File: src/rtl/serial_subtractor_if.sv
// ============================================================================
// Module   : serial_subtractor_if
// Brief    : Request/result bundle for the bit-serial subtractor.
// Revision : 1.0
// ============================================================================
`default_nettype none

interface serial_subtractor_if #(
   parameter int WIDTH = 4
);
   logic             start;
   logic [WIDTH-1:0] a;
   logic [WIDTH-1:0] b;
   logic             bin;
   logic             busy;
   logic             done;
   logic [WIDTH-1:0] diff;
   logic             bout;

   modport master (
      output start, a, b, bin,
      input  busy, done, diff, bout
   );

   modport slave (
      input  start, a, b, bin,
      output busy, done, diff, bout
   );
endinterface

`default_nettype wire

File: src/rtl/serial_subtractor.sv
// ============================================================================
// Module   : serial_subtractor
// Brief    : LSB-first bit-serial a - b - bin, one bit per clock, done pulse.
// Revision : 1.0
// ============================================================================
`default_nettype none

module serial_subtractor #(
   parameter int WIDTH = 4
) (
   input  wire logic           clk,
   input  wire logic           reset_n,
   serial_subtractor_if.slave  bus
);
   localparam int c_CW = $clog2(WIDTH);
   localparam logic [c_CW-1:0] c_CNT_LAST = c_CW'(WIDTH - 1);

   typedef enum logic [1:0] {
      IDLE  = 2'd0,
      SHIFT = 2'd1,
      DONE  = 2'd2
   } state_t;

   state_t           r_state;
   logic [WIDTH-1:0] r_a;
   logic [WIDTH-1:0] r_b;
   logic             r_br;
   logic [c_CW-1:0]  r_cnt;
   logic [WIDTH-1:0] r_res;
   logic             r_busy;
   logic             r_done;
   logic [WIDTH-1:0] r_diff;
   logic             r_bout;

   logic             w_a0;
   logic             w_b0;
   logic             w_d;
   logic             w_br_next;
   logic [WIDTH-1:0] w_res_next;

   assign w_a0       = r_a[0];
   assign w_b0       = r_b[0];
   assign w_d        = w_a0 ^ w_b0 ^ r_br;
   assign w_br_next  = (~w_a0 & w_b0) | (~(w_a0 ^ w_b0) & r_br);
   assign w_res_next = {w_d, r_res[WIDTH-1:1]};

   // busy/done are set alongside the state so they stay pure flops.
   always_ff @(posedge clk or negedge reset_n) begin
      if (!reset_n) begin
         r_state <= IDLE;
         r_a     <= '0;
         r_b     <= '0;
         r_br    <= 1'b0;
         r_cnt   <= '0;
         r_res   <= '0;
         r_busy  <= 1'b0;
         r_done  <= 1'b0;
         r_diff  <= '0;
         r_bout  <= 1'b0;
      end else begin
         case (r_state)
            IDLE: begin
               r_done <= 1'b0;
               if (bus.start) begin
                  r_a     <= bus.a;
                  r_b     <= bus.b;
                  r_br    <= bus.bin;
                  r_cnt   <= '0;
                  r_busy  <= 1'b1;
                  r_state <= SHIFT;
               end
            end
            SHIFT: begin
               r_a   <= r_a >> 1;
               r_b   <= r_b >> 1;
               r_br  <= w_br_next;
               r_res <= w_res_next;
               r_cnt <= r_cnt + c_CW'(1);
               if (r_cnt == c_CNT_LAST) begin
                  r_diff  <= w_res_next;
                  r_bout  <= w_br_next;
                  r_done  <= 1'b1;
                  r_state <= DONE;
               end
            end
            DONE: begin
               r_done  <= 1'b0;
               r_busy  <= 1'b0;
               r_state <= IDLE;
            end
            default: begin
               r_done  <= 1'b0;
               r_busy  <= 1'b0;
               r_state <= IDLE;
            end
         endcase
      end
   end

   assign bus.busy = r_busy;
   assign bus.done = r_done;
   assign bus.diff = r_diff;
   assign bus.bout = r_bout;

endmodule

`default_nettype wire

File: src/flat_wrapper.sv
// flat-port wrapper written by rule: the top's interface ports become plain ports
module serial_subtractor_flat 
#(
   parameter int WIDTH = 4
)
  (clk, reset_n, bus_start, bus_a, bus_b, bus_bin, bus_busy, bus_done, bus_diff, bus_bout);
  serial_subtractor_if #(.WIDTH(WIDTH)) bus_i ();
  input  wire logic clk;
  input  wire logic reset_n;
  input wire logic [$bits(bus_i.start)-1:0] bus_start;
  input wire logic [$bits(bus_i.a)-1:0] bus_a;
  input wire logic [$bits(bus_i.b)-1:0] bus_b;
  input wire logic [$bits(bus_i.bin)-1:0] bus_bin;
  output wire logic [$bits(bus_i.busy)-1:0] bus_busy;
  output wire logic [$bits(bus_i.done)-1:0] bus_done;
  output wire logic [$bits(bus_i.diff)-1:0] bus_diff;
  output wire logic [$bits(bus_i.bout)-1:0] bus_bout;
  assign bus_i.start = bus_start;
  assign bus_i.a = bus_a;
  assign bus_i.b = bus_b;
  assign bus_i.bin = bus_bin;
  assign bus_busy = bus_i.busy;
  assign bus_done = bus_i.done;
  assign bus_diff = bus_i.diff;
  assign bus_bout = bus_i.bout;
  serial_subtractor #(.WIDTH(WIDTH)) u_core (.clk(clk), .reset_n(reset_n), .bus(bus_i));
endmodule
File: config.mk
export PLATFORM = sky130hd
export DESIGN_NAME = serial_subtractor_flat
export DESIGN_NICKNAME = d
export VERILOG_FILES = /design/src/rtl/serial_subtractor_if.sv /design/src/rtl/serial_subtractor.sv /design/src/flat_wrapper.sv
export SDC_FILE = /design/constraint.sdc
export NUM_CORES = 1
export LEC_CHECK = 0
export BUFFER_PORTS_ARGS = -buffer_cell sky130_fd_sc_hd__clkbuf_2
export CAP_MARGIN = 20
export CORE_MARGIN = 10
export CORE_UTILIZATION = 39
export CTS_CLUSTER_SIZE = 8
export DETAILED_ROUTE_END_ITERATION = 6
export HOLD_SLACK_MARGIN = 0.1
export SKIP_CTS_REPAIR_TIMING = 1
export SLEW_MARGIN = 15
export SYNTH_ARGS = -nofsm -noshare
export SYNTH_HDL_FRONTEND = slang
export SYNTH_SLANG_ARGS = --single-unit
File: constraint.sdc
create_clock -name clk -period 2.31 [get_ports clk]
set_input_delay 0.231 -clock clk [delete_from_list [all_inputs] [get_ports clk]]
set_output_delay 0.231 -clock clk [all_outputs]
set_load 0.005 [all_outputs]
==> summary.md <==
| Metric | Value |
|---|---|
| Count of yosys warnings during synthesis | 0 |
| Most frequent cells in the layout | sky130_fd_sc_hd__dfrtp_1, sky130_fd_sc_hd__clkbuf_2, sky130_fd_sc_hd__inv_1 |
| Share of the core filled with cells | 47.0% |
| Area contributors post-synth | sky130_fd_sc_hd__dfrtp_1, sky130_fd_sc_hd__mux2_2, sky130_fd_sc_hd__nor4b_1 |
| Inst Count DP | 122 |
| Number of standard cells in the layout, taps in and fillers out | 127 |
| Final-layout setup total negative slack | 0 ns |
| Antenna Nets Post-Route | 0 |
| Dominant cell type by area after synthesis | sky130_fd_sc_hd__dfrtp_1 |
| Max Fanout on Critical Path | 17 |
| Sequential element share of the synthesized area | 55.6% |
| Reg2reg start | u_core.r_state[0] |
| Final min period | 1.41 ns |
| Mean post-synth cell area | 13.3 um2 |
| Share of post-route cells with drive strength above 1 | 37.1% |
| RSZ-0062 raised after global routing | no |
| Placed instance area | 1130 um2 |
| Clock Skew | 0.00519 ns |
| Root buffer cell | sky130_fd_sc_hd__clkbuf_4 |
| Pre-CTS WS | 0.915 ns |
| Relative max-transition margin | 59.2% |
| Multiplexer share of the synthesized area | 9.66% |
| Cell area after technology mapping | 1040 um2 |
| TritonCTS clock tree | yes |
| Clock latency on the worst-skew pair | 0.31 ns |
| Cell internal pwr | 1.01 mW |
| Largest net degree at the start of global routing | 24 |
| Count of H-tree levels built during CTS | 1 |
| P per Cell Area | 1330 nW/um2 |
| DRT Wirelength | 1.84 mm |
| Flops & latches, synth | 23 |
| Port bufs | 18 |
| Clock Pin Slew Worst Setup and Hold Paths | 0.13 ns |
| Final standard cell area without fillers | 1170 um2 |
| Number of library cell types mapped by synthesis | 22 |
| Fill cell total of the finished layout | 224 |
| Transition time at the pin with the least slew margin | 0.612 ns |
| Crit path DAT | 1.62 ns |
| Routability Congestion | 0.671 |
| Total via count in the routed design | 674 |
| DRC marker count from the first detailed-route iteration | 25 |
| Setup crit start | u_core.r_state[0] |
| Count of final hold-check violations | 0 |
| Design Power | 1.56 mW |
| # diodes | 0 |
| Switching component of the power | 0.551 mW |
| Num rows | 18 |
| Fraction of power spent switching nets | 35.3% |
| Critical path startpoint category | register |
| Hold Path Class | in2reg |
| Largest buffer count on any clock path | 2 |
| Antenna violations before repair | 0 |
| Endpoint type of the worst setup path | register |
| Router iterations before antenna repair | 4 |
| Width of the die | 71.5 um |
| DRC violation count after routing | 0 |
| Crit path required time | 2.52 ns |
| Area share of fa/ha/maj cells after synthesis | 3.14% |
| Compound-gate portion of the synthesized area | 11.2% |
| Area growth syn-to-layout | 13.4% |
| Net count of the mapped netlist | 92 |
| Result of the run | finished, final reports clean |
| HPWL Detailed | 1.35 mm |
| Number of maximum-capacitance constraint violations | 0 |
| Most common cell after layout, fill and taps aside | sky130_fd_sc_hd__dfrtp_1 |
| Core footprint | 2500 um2 |
| Leak | 0.562 nW |
| Final routed wire length divided by cell count | 14.5 um |
| Final-layout worst hold slack | 0.135 ns |
| Cells after synthesis | 78 |
| Clock sinks | 23 |
| Critical setup path kind | reg2reg |
| Final count of negative-setup-slack endpoints | 0 |
| Number of global-route vias before repair | 750 |
| Area share of the largest cell type after synthesis | 55.6% |
| Maximum vdd drop | 0.644 mV |
| Xor and xnor fraction of the mapped netlist area | 0% |
| Global-route wire length before repair | 3.35 mm |
| Fraction of power consumed by combinational cells | 39.9% |
| Initial cell density of the core | 41.4% |
| Number of clock buffers inserted by TritonCTS | 3 |
| Launch point of the worst hold path | bus_a[3] |
| Area fraction in and, or, nand and nor cells after synthesis | 14.0% |
| Number of max-slew violations in the final report | 0 |
| Total die area | 5120 um2 |
| Layout Nets | 112 |
| Overall die height | 71.5 um |
| Main combinational cell family by area after synthesis | simple AND/OR/NAND/NOR gates |
| Part of the cycle the worst path needs | 61.1% |
| Clock network fraction of design power | 12.3% |
| Maximum frequency from static timing analysis | 709 MHz |
| Routed via count divided by cell count | 5.31 |
| Minimum setup slack in the final design | 0.899 ns |
| Aggregate global routing overflow | 0 |
| Count of boundary I/O pins | 19 |
| Sequential Power Share | 47.8% |
| Overall Global Routing Usage | 7.69% |
-- sequential cells by signal (all words and copies together), names as in the netlist --
| register | cells |
|---|---|
| u_core.bus.diff | 4 |
| u_core.r_a | 4 |
| u_core.r_b | 4 |
| u_core.r_res | 3 |
| u_core.r_cnt | 2 |
| u_core.r_state | 2 |
| u_core.bus.bout | 1 |
| u_core.bus.busy | 1 |
| u_core.bus.done | 1 |
| u_core.r_br | 1 |
-- logic make-up after synthesis --
| logic type | count (synthesis) |
|---|---|
| DFF | 23 |
| AOI/OAI and AO/OA | 13 |
| adders and majority gates | 2 |
| muxes | 9 |
| buffers and inverters | 14 |
| and+or+nand+nor | 17 |
-- final timing paths --
| path | end | slack [ns] | depth (start not counted) |
|---|---|---|---|
| hold / removal | u_core.r_a[3] | 0.13 | 2 |
| hold reg to reg | u_core.bus.diff[1] | 0.52 | 1 |
| max in group asynchronous | u_core.r_a[2] | 1.51 | 2 |
| setup reg to reg | u_core.r_b[1] | 0.90 | 2 |
| setup / recovery | u_core.r_b[1] | 0.90 | 2 |
| min in group asynchronous | u_core.bus.diff[1] | 0.42 | 2 |
-- power by group through the flow --
stage	clock network, mW	registers, mW	logic (mW)
floorplan	0	0.688	0.549
global placement	0	0.750	0.622
detailed placement	0	0.758	0.637
CTS	0.203	0.749	0.638
global route	0.214	0.777	0.722
finish	0.191	0.747	0.623
-- critical path, cell delays in order (launching register included) --
cell	delay, ns
sky130_fd_sc_hd__dfrtp_1	0.76
sky130_fd_sc_hd__o21bai_4	0.22
sky130_fd_sc_hd__a221oi_1	0.33
-- Yosys cell counts --
cell                       count
sky130_fd_sc_hd__dfrtp_1      23
sky130_fd_sc_hd__mux2i_1       1
sky130_fd_sc_hd__a221oi_1      4
sky130_fd_sc_hd__o21bai_4      1
sky130_fd_sc_hd__and2b_1       1
sky130_fd_sc_hd__nand2b_1      1
sky130_fd_sc_hd__nor4b_1       7
sky130_fd_sc_hd__inv_1        10
sky130_fd_sc_hd__nor3b_2       1
sky130_fd_sc_hd__a22o_2        3
sky130_fd_sc_hd__nor3b_1       3
sky130_fd_sc_hd__buf_4         1
sky130_fd_sc_hd__or2b_1        1
sky130_fd_sc_hd__a211oi_1      3
sky130_fd_sc_hd__mux2_2        8
sky130_fd_sc_hd__fa_1          1
sky130_fd_sc_hd__buf_6         1
sky130_fd_sc_hd__buf_2         2
sky130_fd_sc_hd__a21oi_1       2
sky130_fd_sc_hd__nand3b_4      1
sky130_fd_sc_hd__nor2_1        2
sky130_fd_sc_hd__ha_1          1
-- metal layers --
metal  global-route usage [%]  share of wire, %  vias up
met2                     11.6                43       24
met4                     1.94              0.71        0
met3                     3.17               7.7        2
li1                         -                 -      317
met5                        0                 0        -
met1                     9.91                48      331
-- layout make-up --
type | count | area [um2] | share of cell area [%]
clock buffer | 3 | 22.5 | 1.92
clock inverter | 1 | 7.51 | 0.639
inverter | 10 | 37.5 | 3.19
multi-input combinational | 41 | 394 | 33.5
sequential | 23 | 576 | 49.0
tap | 30 | 37.5 | 3.19
timing repair buffer | 19 | 100 | 8.52
Note: power is estimated with default switching activity, not from simulation.
